$ cat src/rtl/adc_seq_ctrl.sv
// adc_seq_ctrl: round-robin sequencer for an ADC0804-class converter behind an
// analog multiplexer. It drives the cs_n/wr_n/rd_n handshake, waits for intr_n
// (with a timeout), and publishes each result with a one-cycle sample_valid.
// It also keeps a per-channel hysteresis flag against a common threshold.
//
// Optional feature: define ADC_AVG_EN to average four conversions per channel
// before publishing. Without it, every successful conversion is published raw.
//
// Handshake: sample_valid and timeout_err are single-cycle strobes with no
// back-pressure. sample_valid qualifies sample_data, sample_ch and the updated
// above[] bit in the same cycle. The two strobes are never high together.
module adc_seq_ctrl #(
  parameter int DATA_W  = 8,
  parameter int N_CH    = 4,
  parameter int SETTLE  = 10,
  parameter int RD_WAIT = 2,
  parameter int TIMEOUT = 255,
  parameter int HYST    = 4,
  localparam int CH_W   = (N_CH > 1) ? $clog2(N_CH) : 1
) (
  input  logic              lcd_clk,
  input  logic              rst,
  input  logic              enable,
  input  logic              intr_n,
  input  logic [DATA_W-1:0] adata,
  input  logic [DATA_W-1:0] thresh,
  output logic              cs_n,
  output logic              wr_n,
  output logic              rd_n,
  output logic [CH_W-1:0]   ch_sel,
  output logic [DATA_W-1:0] sample_data,
  output logic [CH_W-1:0]   sample_ch,
  output logic              sample_valid,
  output logic [N_CH-1:0]   above,
  output logic              timeout_err
);

  // A single counter is shared by IDLE, WAIT and READ, so size it for the largest of the three.
  localparam int CNT_MAX_A = (SETTLE > TIMEOUT) ? SETTLE : TIMEOUT;
  localparam int CNT_MAX   = (CNT_MAX_A > RD_WAIT + 1) ? CNT_MAX_A : RD_WAIT + 1;
  localparam int CNT_W     = $clog2(CNT_MAX + 1);

  localparam logic [DATA_W:0] HYST_V = (DATA_W + 1)'(HYST);
  localparam logic [DATA_W:0] MAX_V  = {1'b0, {DATA_W{1'b1}}};

  typedef enum logic [1:0] {
    S_IDLE  = 2'd0,
    S_START = 2'd1,
    S_WAIT  = 2'd2,
    S_READ  = 2'd3
  } state_t;

  state_t            state_q, state_d;
  logic [CNT_W-1:0]  cnt_q, cnt_d;
  logic [CH_W-1:0]   ch_q, ch_d, ch_next;
  logic              conv_done;
  logic              conv_to;

  logic              pub_en;
  logic [DATA_W-1:0] pub_val;

  logic [DATA_W-1:0] sample_data_q;
  logic [CH_W-1:0]   sample_ch_q;
  logic              sample_valid_q;
  logic [N_CH-1:0]   above_q, above_d;
  logic              timeout_q;

  logic [DATA_W:0]   thr_sum;
  logic [DATA_W:0]   set_lvl;
  logic [DATA_W:0]   clr_lvl;
  logic [DATA_W:0]   pub_ext;

  // State, counter and channel registers; async reset parks the FSM in IDLE on ch0.
  always_ff @(posedge lcd_clk or negedge rst) begin
    if (!rst) begin
      state_q <= S_IDLE;
      cnt_q   <= '0;
      ch_q    <= '0;
    end else begin
      state_q <= state_d;
      cnt_q   <= cnt_d;
      ch_q    <= ch_d;
    end
  end

  // Next-state logic; conv_done marks the final READ edge, conv_to the WAIT abort edge.
  always_comb begin
    state_d   = state_q;
    cnt_d     = cnt_q;
    conv_done = 1'b0;
    conv_to   = 1'b0;
    case (state_q)
      S_IDLE: begin
        if (!enable) begin
          cnt_d = '0;
        end else if (cnt_q == CNT_W'(SETTLE - 1)) begin
          state_d = S_START;
          cnt_d   = '0;
        end else begin
          cnt_d = cnt_q + 1'b1;
        end
      end
      S_START: begin
        state_d = S_WAIT;
        cnt_d   = '0;
      end
      S_WAIT: begin
        if (!intr_n) begin
          state_d = S_READ;
          cnt_d   = '0;
        end else if (cnt_q == CNT_W'(TIMEOUT - 1)) begin
          state_d = S_IDLE;
          cnt_d   = '0;
          conv_to = 1'b1;
        end else begin
          cnt_d = cnt_q + 1'b1;
        end
      end
      S_READ: begin
        if (cnt_q == CNT_W'(RD_WAIT)) begin
          state_d   = S_IDLE;
          cnt_d     = '0;
          conv_done = 1'b1;
        end else begin
          cnt_d = cnt_q + 1'b1;
        end
      end
      default: begin
        state_d = S_IDLE;
        cnt_d   = '0;
      end
    endcase
  end

  // Channel advances only when a conversion ends (success or abort), so ch_sel is stable through it.
  always_comb begin
    ch_next = (ch_q == CH_W'(N_CH - 1)) ? '0 : ch_q + 1'b1;
    ch_d    = (conv_done || conv_to) ? ch_next : ch_q;
  end

  // Moore strobe decode from the registered state, so reset releases them immediately.
  always_comb begin
    cs_n = !((state_q == S_START) || (state_q == S_READ));
    wr_n = (state_q != S_START);
    rd_n = (state_q != S_READ);
  end

`ifdef ADC_AVG_EN
  logic [DATA_W+1:0] acc_q [N_CH];
  logic [1:0]        navg_q [N_CH];
  logic [DATA_W+1:0] acc_sum;

  // Running sum for the current channel; publish on the fourth good conversion.
  always_comb begin
    acc_sum = acc_q[ch_q] + {2'b00, adata};
    pub_en  = conv_done && (navg_q[ch_q] == 2'd3);
    pub_val = acc_sum[DATA_W+1:2];
  end

  // Per-channel accumulators: cleared on publish or timeout of that channel.
  always_ff @(posedge lcd_clk or negedge rst) begin
    if (!rst) begin
      for (int i = 0; i < N_CH; i++) begin
        acc_q[i]  <= '0;
        navg_q[i] <= '0;
      end
    end else if (conv_to) begin
      acc_q[ch_q]  <= '0;
      navg_q[ch_q] <= '0;
    end else if (conv_done) begin
      if (navg_q[ch_q] == 2'd3) begin
        acc_q[ch_q]  <= '0;
        navg_q[ch_q] <= '0;
      end else begin
        acc_q[ch_q]  <= acc_sum;
        navg_q[ch_q] <= navg_q[ch_q] + 2'd1;
      end
    end
  end
`else
  // Without averaging, every successful conversion is published as captured.
  always_comb begin
    pub_en  = conv_done;
    pub_val = adata;
  end
`endif

  // Hysteresis levels in DATA_W+1 bits: set level saturates at full scale, clear level at zero.
  always_comb begin
    thr_sum = {1'b0, thresh} + HYST_V;
    set_lvl = (thr_sum > MAX_V) ? MAX_V : thr_sum;
    clr_lvl = ({1'b0, thresh} >= HYST_V) ? ({1'b0, thresh} - HYST_V) : '0;
    pub_ext = {1'b0, pub_val};
    above_d = above_q;
    if (pub_en) begin
      if (pub_ext >= set_lvl) begin
        above_d[ch_q] = 1'b1;
      end else if (pub_ext < clr_lvl) begin
        above_d[ch_q] = 1'b0;
      end
    end
  end

  // Published outputs: sample registers and flag update on the edge that leaves READ.
  always_ff @(posedge lcd_clk or negedge rst) begin
    if (!rst) begin
      sample_data_q  <= '0;
      sample_ch_q    <= '0;
      sample_valid_q <= 1'b0;
      above_q        <= '0;
      timeout_q      <= 1'b0;
    end else begin
      sample_valid_q <= pub_en;
      timeout_q      <= conv_to;
      above_q        <= above_d;
      if (pub_en) begin
        sample_data_q <= pub_val;
        sample_ch_q   <= ch_q;
      end
    end
  end

  assign ch_sel       = ch_q;
  assign sample_data  = sample_data_q;
  assign sample_ch    = sample_ch_q;
  assign sample_valid = sample_valid_q;
  assign above        = above_q;
  assign timeout_err  = timeout_q;

endmodule
$ cat config.mk
export PLATFORM = sky130hd
export DESIGN_NAME = adc_seq_ctrl
export DESIGN_NICKNAME = d
export VERILOG_FILES = /design/src/rtl/adc_seq_ctrl.sv
export SDC_FILE = /design/constraint.sdc
export NUM_CORES = 1
export LEC_CHECK = 0
export ABC_CLOCK_PERIOD_IN_PS = 2080
export CAP_MARGIN = 20
export CORE_ASPECT_RATIO = 1.25
export CORE_UTILIZATION = 45
export DETAILED_ROUTE_END_ITERATION = 6
export HOLD_SLACK_MARGIN = 0.1
export PLACE_DENSITY = 0.72
export SETUP_SLACK_MARGIN = 0.15
export SLEW_MARGIN = 15
export SYNTH_ARGS = -nofsm -noshare
export SYNTH_HDL_FRONTEND = slang
export SYNTH_SLANG_ARGS = --single-unit
export TNS_END_PERCENT = 1
$ cat constraint.sdc
create_clock -name lcd_clk -period 2.08 [get_ports lcd_clk]
set_input_delay 0.624 -clock lcd_clk [delete_from_list [all_inputs] [get_ports lcd_clk]]
set_output_delay 0.624 -clock lcd_clk [all_outputs]
set_load 0.1 [all_outputs]
After elaboration in Yosys (flattened, before gate mapping). Index checks and enable logic that the tools add are counted.

Output and inout port bits: 21. Logic and storage cells: 66. Flip-flop bits (word level): 28. Input port bits: 20.

$add $sub $neg: 4. Reduce and logical (&&, ||, !) cells: 8. Equality and inequality tests: 13. Muxes and demuxes: 24. Magnitude comparators: 6. Bitwise gates (word level): 3.

Operators with widths (number): $mux 8 (5); $pmux 8 s4 (1); $mux 9 (2); $mux 2 (6); $add 8x3->9 const B (1); $ge 8x9->1 (1); $gt 9x8->1 const B (1); $lt 8x9->1 (1); $sub 8x3->9 const B (1); $add 8x1->8 const B (1); $eq 8x2->1 const B (1); $eq 8x4->1 const B (1); $eq 8x8->1 const B (1); $ge 8x3->1 const B (1); $mux 4 (2); $ne 2x2->1 const B (4); $pmux 2 s4 (1); $eq 2x2->1 const B (3); $mux 1 (6); $and 4x4->4 (1); $not 4->4 (1); $or 4x4->4 (1); $reduce_and 4->1 (1); $lt 2x3->1 const B (1); other kinds (12) (13).

Depth between registers and ports, before layout. Gate-level depths: netlist (run 1).

Depth after elaboration: 8. Gate-level depth with buffers: 12. Mapped depth without buffers: 12.

Least setup slack after synthesis (run 1). OpenSTA, ideal clock, no wires.

Kind: input port to flip-flop. Start point: input thresh[4]. End point: register (tool-made name). Data arrival time: 2.607 ns. Path buffers: 1. Required time: 1.957 ns. Path slack: -0.650 ns. Stages on the path: 10. Library setup time: 0.123 ns. Path through: clkbuf_1 > nand3_1 > nor2_1 > or2_2 > ha_1 > nand2b_1 > a211oi_1 > o21ai_0 > a41o_1 > a32o_1.

RTL lines: start, declared (RTL line 26) `input logic [DATA_W-1:0] thresh,`.

==> results.cfg, run 1 <==
[finish]
area_growth_syn_to_layout_pct = 60.95
multi_input_area_mm2 = 0.001404
layout_commonest_cell = dfrtp_1
drive_gt1_frac = 0.4275
final_util = 0.7585
stdcell_count = 311
diodes = 0
fin_nets = 302
layout_common_cells = dfrtp_1, buf_4, buf_12
regArea_um2 = 700.7
nFillCells = 275

[clock_tree]
cts_hold_buf = 0
clock_latency_ns = 0.27
cts_tree = built
cts-root-buf = clkbuf_8
cts_made_buffers = 3
clk_pin_slew_ns = 0.09
cts_sinks = 28
htreeDepth = 1
cts_max_path_buffers = 2

[critical_path]
worst_path_max_delay_cell = ha_1
r2r-end = ch_sel[0]
critical_path_class = primary input to flip-flop
ff2ff_setup_slack_ns = 0.28
cp_num_buf_inv = 3
critPathMaxStageDelay_ns = 0.27
arrival_ns = 2.51
critPathCaptureType = flip-flop
start_kind = primary input
crit_chain = buf_8, buf_4, ha_4, nor3b_4, buf_4, nor2b_1, mux2i_1, ha_1, nor2b_4, o21ai_4, o2111ai_1, a32o_1
path_common_cell = buf_4
reg2regPathDepth = 7
cp.required_ns = 2.25
worstReg2RegStart = cnt_q[0]
path_delay_family = compound AO/OA/AOI/OAI gates
critical_path_depth = 12
critPathLaunch = thresh[2]
worst-path-max-fanout = 4

[drt]
antenna_left = 0
viasPerCell = 5.280
drt_iter0_drc = 48
dr_total_vias = 1642
drc_errors = 0
first_pass_iters = 4
routed_wl_mm = 4.815
post_drt_wl_per_cell_um = 15.48

[yosys]
yosysWarnings = 0
yosysTopAreaCell = dfrtp_1
avgSynthCellArea_um2 = 10.28
ys_types = 39
ys_async_sr_fraction = 1.000
synth_top_area_frac = 0.3627
syn_inst = 188
syn_area_mm2 = 0.001932
seq_area_frac_synth = 0.3627
synth_edf_count = 0
ys.flop_type = dfrtp_1
synth_nets = 233
yosys_register_bits = 28
synthTopCellsByArea = dfrtp_1, ha_1, mux2_2, nor2_1, xor2_1

[sta]
drv_slew = 0
fin_tns_setup_ns = -1.037
fmax_ghz = 0.4265
timing.hold.ws_ns = 0.5784
setup_ws_ns = -0.2645
tightest_slew_ns = 0.4075
finalSetupViolations = 4
fin_skew_ns = 0.004443
finalHoldViolCount = 0
fin_crit_sh = 1.127
rsz0062_at_grt = yes
slew_headroom = 0.7283
period_minus_slack_ns = 2.345

[global_routing]
grt_util_all_layers = 0.2240
antenna_found_initial = 0
grt_max_degree = 29
gr-total-overflow = 0
first_global_vias = 1749
grt_pass1_wl_mm = 7.527

[placement]
port_buffers = 40
dp.final_hpwl_mm = 3.626
gp_congestion = 0.8655
dp_cells = 299
place_ws_ns = -1.035

[floorplanning]
die_x_um = 60.61
initial_core_util = 0.4713
num_rows = 26
ioPinCount = 41
die_area_mm2 = 0.004561
die_h_um = 75.26
coreArea_mm2 = 0.004099

[power_and_ir_drop]
power_leakage_uw = 0.001401
switching_share = 0.5196
irDropWorstVdd_v = 0.001009
powerDensity_mw_per_mm2 = 1196
clock_power_share = 0.077
p_comb_frac = 0.670
p_int_uw = 1787
p_sw_uw = 1933
seqPwrFrac = 0.253

[min_path]
hold_depth = 1
hp-class = flip-flop to flip-flop

[job]
maxCapViolCount = 0

[run_status]
status = finished, violations left
violations = setup timing
-- repair_timing --
action | in CTS | in global routing
endpoints found under the setup margin | 4 | 4
gates resized for setup | 35 | 21
pin swaps | 14 | 17
setup buffers | 9 | 0
-- power groups by stage --
stage                     Clock, uW  Sequential (uW)  Combinational [uW]
final                           287              940                2490
after global routing            314              963                2590
after CTS                       296              938                2470
after detailed placement          0              950                2450
after global placement            0              934                2400
after floorplan                   0             1740                 712
-- Yosys cell counts (4+ instances only) --
master	instances
nand2b_1	5
nand3_1	5
o2111ai_1	4
nor2_1	23
nand2_1	15
ha_1	25
dfrtp_1	28
mux2_2	10
nand4_1	4
a32o_1	4
a21oi_1	7
nor2b_1	4
xor2_1	8
inv_1	9
-- worst min-delay path by stage --
stage,slack [ns],to
3_5_place_dp,0.55,cnt_q[5]
2_1_floorplan,0.33,async pin
4_1_cts,0.58,cnt_q[5]
6_report,0.58,flip-flop
5_1_grt,0.60,sample_data[0]
3_3_place_gp,0.55,cnt_q[0]
-- worst register-to-register path, delay by kind of cell (launching register included) --
family | cells | cell delay (ns)
and+or+nand+nor | 3 | 0.43
adders and majority gates | 1 | 0.21
DFF | 1 | 0.46
muxes | 1 | 0.30
buffers and inverters | 2 | 0.28
-- metal layers --
metal | track usage | up-vias | part of all wire
met5 | 0 | - | 0
met4 | 0.1136 | 0 | 0.036
met3 | 0.01890 | 15 | 0.022
met2 | 0.4274 | 38 | 0.55
met1 | 0.2407 | 779 | 0.39
li1 | - | 810 | -
-- kinds of logic (layout without fill, tap and decap cells) --
group,Yosys count,in the layout,share of synthesized area
xor+xnor,11,11,0.04987
fa+ha+maj,25,25,0.1619
flops,28,28,0.3627
simple gates,70,70,0.2034
mux,15,15,0.08938
buf+inv,13,80,0.02655
compound gates,26,26,0.1062
-- final cells by class --
cell class                      count  area share
Sequential cell                    28      0.2254
Timing Repair Buffer               68      0.2757
Multi-Input combinational cell    147      0.4515
Clock buffer                        3     0.01328
Tap cell                           56     0.02254
Inverter                            9     0.01167
-- per-stage QoR --
| stage | area (um2) | total power, uW |
|---|---|---|
| 2_1_floorplan | 2073 | 2454 |
| 3_3_place_gp | 2872 | 3338 |
| 3_5_place_dp | 2872 | 3400 |
| 4_1_cts | 3012 | 3700 |
| 5_1_grt | 3109 | 3872 |
| 6_report | 3109 | 3719 |
Note: power is estimated with default switching activity, not from simulation.
==> run 2: changes to the inputs <==
--- a/config.mk
+++ b/config.mk
@@ -9,6 +9,7 @@
 export CAP_MARGIN = 20
 export CORE_ASPECT_RATIO = 1.25
 export CORE_UTILIZATION = 45
+export CTS_CLUSTER_DIAMETER = 40
 export DETAILED_ROUTE_END_ITERATION = 6
 export HOLD_SLACK_MARGIN = 0.1
 export PLACE_DENSITY = 0.72
==> results of run 2 <==
The final DEF is identical to that of run 1; final timing and power are the same.
==> run 3: changes to the inputs <==
--- a/config.mk
+++ b/config.mk
@@ -7,7 +7,7 @@
 export LEC_CHECK = 0
 export ABC_CLOCK_PERIOD_IN_PS = 2080
 export CAP_MARGIN = 20
-export CORE_ASPECT_RATIO = 1.25
+export CORE_ASPECT_RATIO = 0.5
 export CORE_UTILIZATION = 45
 export CTS_CLUSTER_DIAMETER = 40
 export DETAILED_ROUTE_END_ITERATION = 6
==> run 3 against run 2 <==
Against the previous run: the run still ends with setup timing left; cell area is 1.2% lower; wire length decreased by 4.2%; setup slack improved by 0.0096 ns; sequential cell count unchanged; non-clock buffer count grew 3; clock skew increased by 0.0042 ns; core utilization increased by 0.90 points; global-route usage is 0.69 points lower; via count shrank 1.3%; combinational power hardly changed; largest power group unchanged.
==> results.cfg, run 3 (synthesized netlist as in run 1, its figures left out) <==
[run_status]
status = finished, violations left
violations = setup timing

[sta]
finalHoldViolCount = 0
drv_slew = 0
setup_ws_ns = -0.2549
rsz0062_at_grt = yes
finalSetupViolations = 4
slew_headroom = 0.7120
fin_crit_sh = 1.123
fin_skew_ns = 0.008681
period_minus_slack_ns = 2.335
fmax_ghz = 0.4283
tightest_slew_ns = 0.4320

[finish]
final_util = 0.7675
diodes = 0
fin_nets = 305
drive_gt1_frac = 0.4015
area_growth_syn_to_layout_pct = 59.07
nFillCells = 287
layout_commonest_cell = dfrtp_1
layout_common_cells = dfrtp_1, buf_4, buf_12
stdcell_count = 313

[global_routing]
grt_pass1_wl_mm = 7.755
grt_max_degree = 29
gr-total-overflow = 0
first_global_vias = 1681
antenna_found_initial = 0
grt_util_all_layers = 0.2171

[critical_path]
ff2ff_setup_slack_ns = 0.28
critPathCaptureType = flip-flop
arrival_ns = 2.50
start_kind = primary input
worstReg2RegStart = cnt_q[0]
cp.required_ns = 2.24
reg2regPathDepth = 7
worst-path-max-fanout = 5
critical_path_class = primary input to flip-flop
r2r-end = ch_sel[1]

[power_and_ir_drop]
power_leakage_uw = 0.001419
powerDensity_mw_per_mm2 = 1241
irDropWorstVdd_v = 0.0008698

[clock_tree]
clock_latency_ns = 0.27
htreeDepth = 1
cts_sinks = 28
cts_made_buffers = 3
cts_hold_buf = 0
cts_max_path_buffers = 2
cts-root-buf = clkbuf_8
clk_pin_slew_ns = 0.09
cts_tree = built

[placement]
gp_congestion = 0.8374
dp_cells = 300
dp.final_hpwl_mm = 3.526
place_ws_ns = -1.037
port_buffers = 40

[floorplanning]
num_rows = 16
die_area_mm2 = 0.004575
ioPinCount = 41
die_x_um = 94.66
initial_core_util = 0.4825
coreArea_mm2 = 0.004004
die_h_um = 48.33

[min_path]
hold_depth = 1
hold_start = cnt_q[0]
min_to = cnt_q[0]
hp-class = flip-flop to flip-flop

[drt]
antenna_left = 0
viasPerCell = 5.176
post_drt_wl_per_cell_um = 14.73
routed_wl_mm = 4.611
drt_iter0_drc = 43
drc_errors = 0
dr_total_vias = 1620
first_pass_iters = 4

[job]
maxCapViolCount = 0
[run 3: critical path: stages]
cell and delay [ns]:
buf_8 0.11, ha_4 0.16, nand3_4 0.09, nor2_4 0.05, or2_4 0.25, ha_4 0.20, nand2b_4 0.13, a211oi_2 0.22
o21ai_1 0.11, a41o_1 0.27, a32o_1 0.28
[run 3: repair_timing]
action,in CTS,in global routing
pin swaps,16,4
resized for setup,37,8
setup buffers,9,0
endpoints found under the setup margin,4,18
[run 3: per-stage QoR]
step	area, um2	hold WS, ns	setup TNS [ns]	total power [uW]
after CTS	3052	0.5764	-0.9732	3827
final	3073	0.5355	-0.9722	3814
after global placement	2879	0.5488	-3.816	3337
after global routing	3073	0.5687	-1.330	3982
after floorplan	2073	0.3284	-0.8841	2454
after detailed placement	2879	0.5545	-4.113	3387
[run 3: worst max path at each step]
stage	from	endpoint	slack [ns]	cells past startpoint
2_1_floorplan	thresh[3]	flip-flop	-0.22	8
5_1_grt	thresh[3]	flip-flop	-0.35	11
6_report	thresh[2]	flip-flop	-0.25	11
3_3_place_gp	thresh[2]	flip-flop	-0.96	12
4_1_cts	thresh[2]	flip-flop	-0.28	11
3_5_place_dp	thresh[2]	flip-flop	-1.04	12
[run 3: final cells by class]
| cell class | count | area [um2] | area share |
|---|---|---|---|
| multi-input cells | 147 | 1334 | 0.4340 |
| repair buffers | 71 | 862.1 | 0.2805 |
| flip-flops and latches | 28 | 701.9 | 0.2284 |
| well taps | 54 | 67.56 | 0.02199 |
| clock buffers | 3 | 41.29 | 0.01344 |
| inverters | 9 | 36.28 | 0.01181 |
| clock inverters | 1 | 30.03 | 0.009772 |
[run 3: where the power goes]
group / internal (uW) / switching [uW] / total (uW)
combinational: 932 / 1530 / 2460
clock: 257 / 156 / 414
sequential: 710 / 227 / 937
[run 3: layer usage]
metal	up-vias	global-route usage	part of all wire
met5	-	0	0
met4	0	0.03283	0.0076
met3	4	0.02830	0.022
met2	18	0.4113	0.53
met1	784	0.2669	0.44
li1	814	-	-
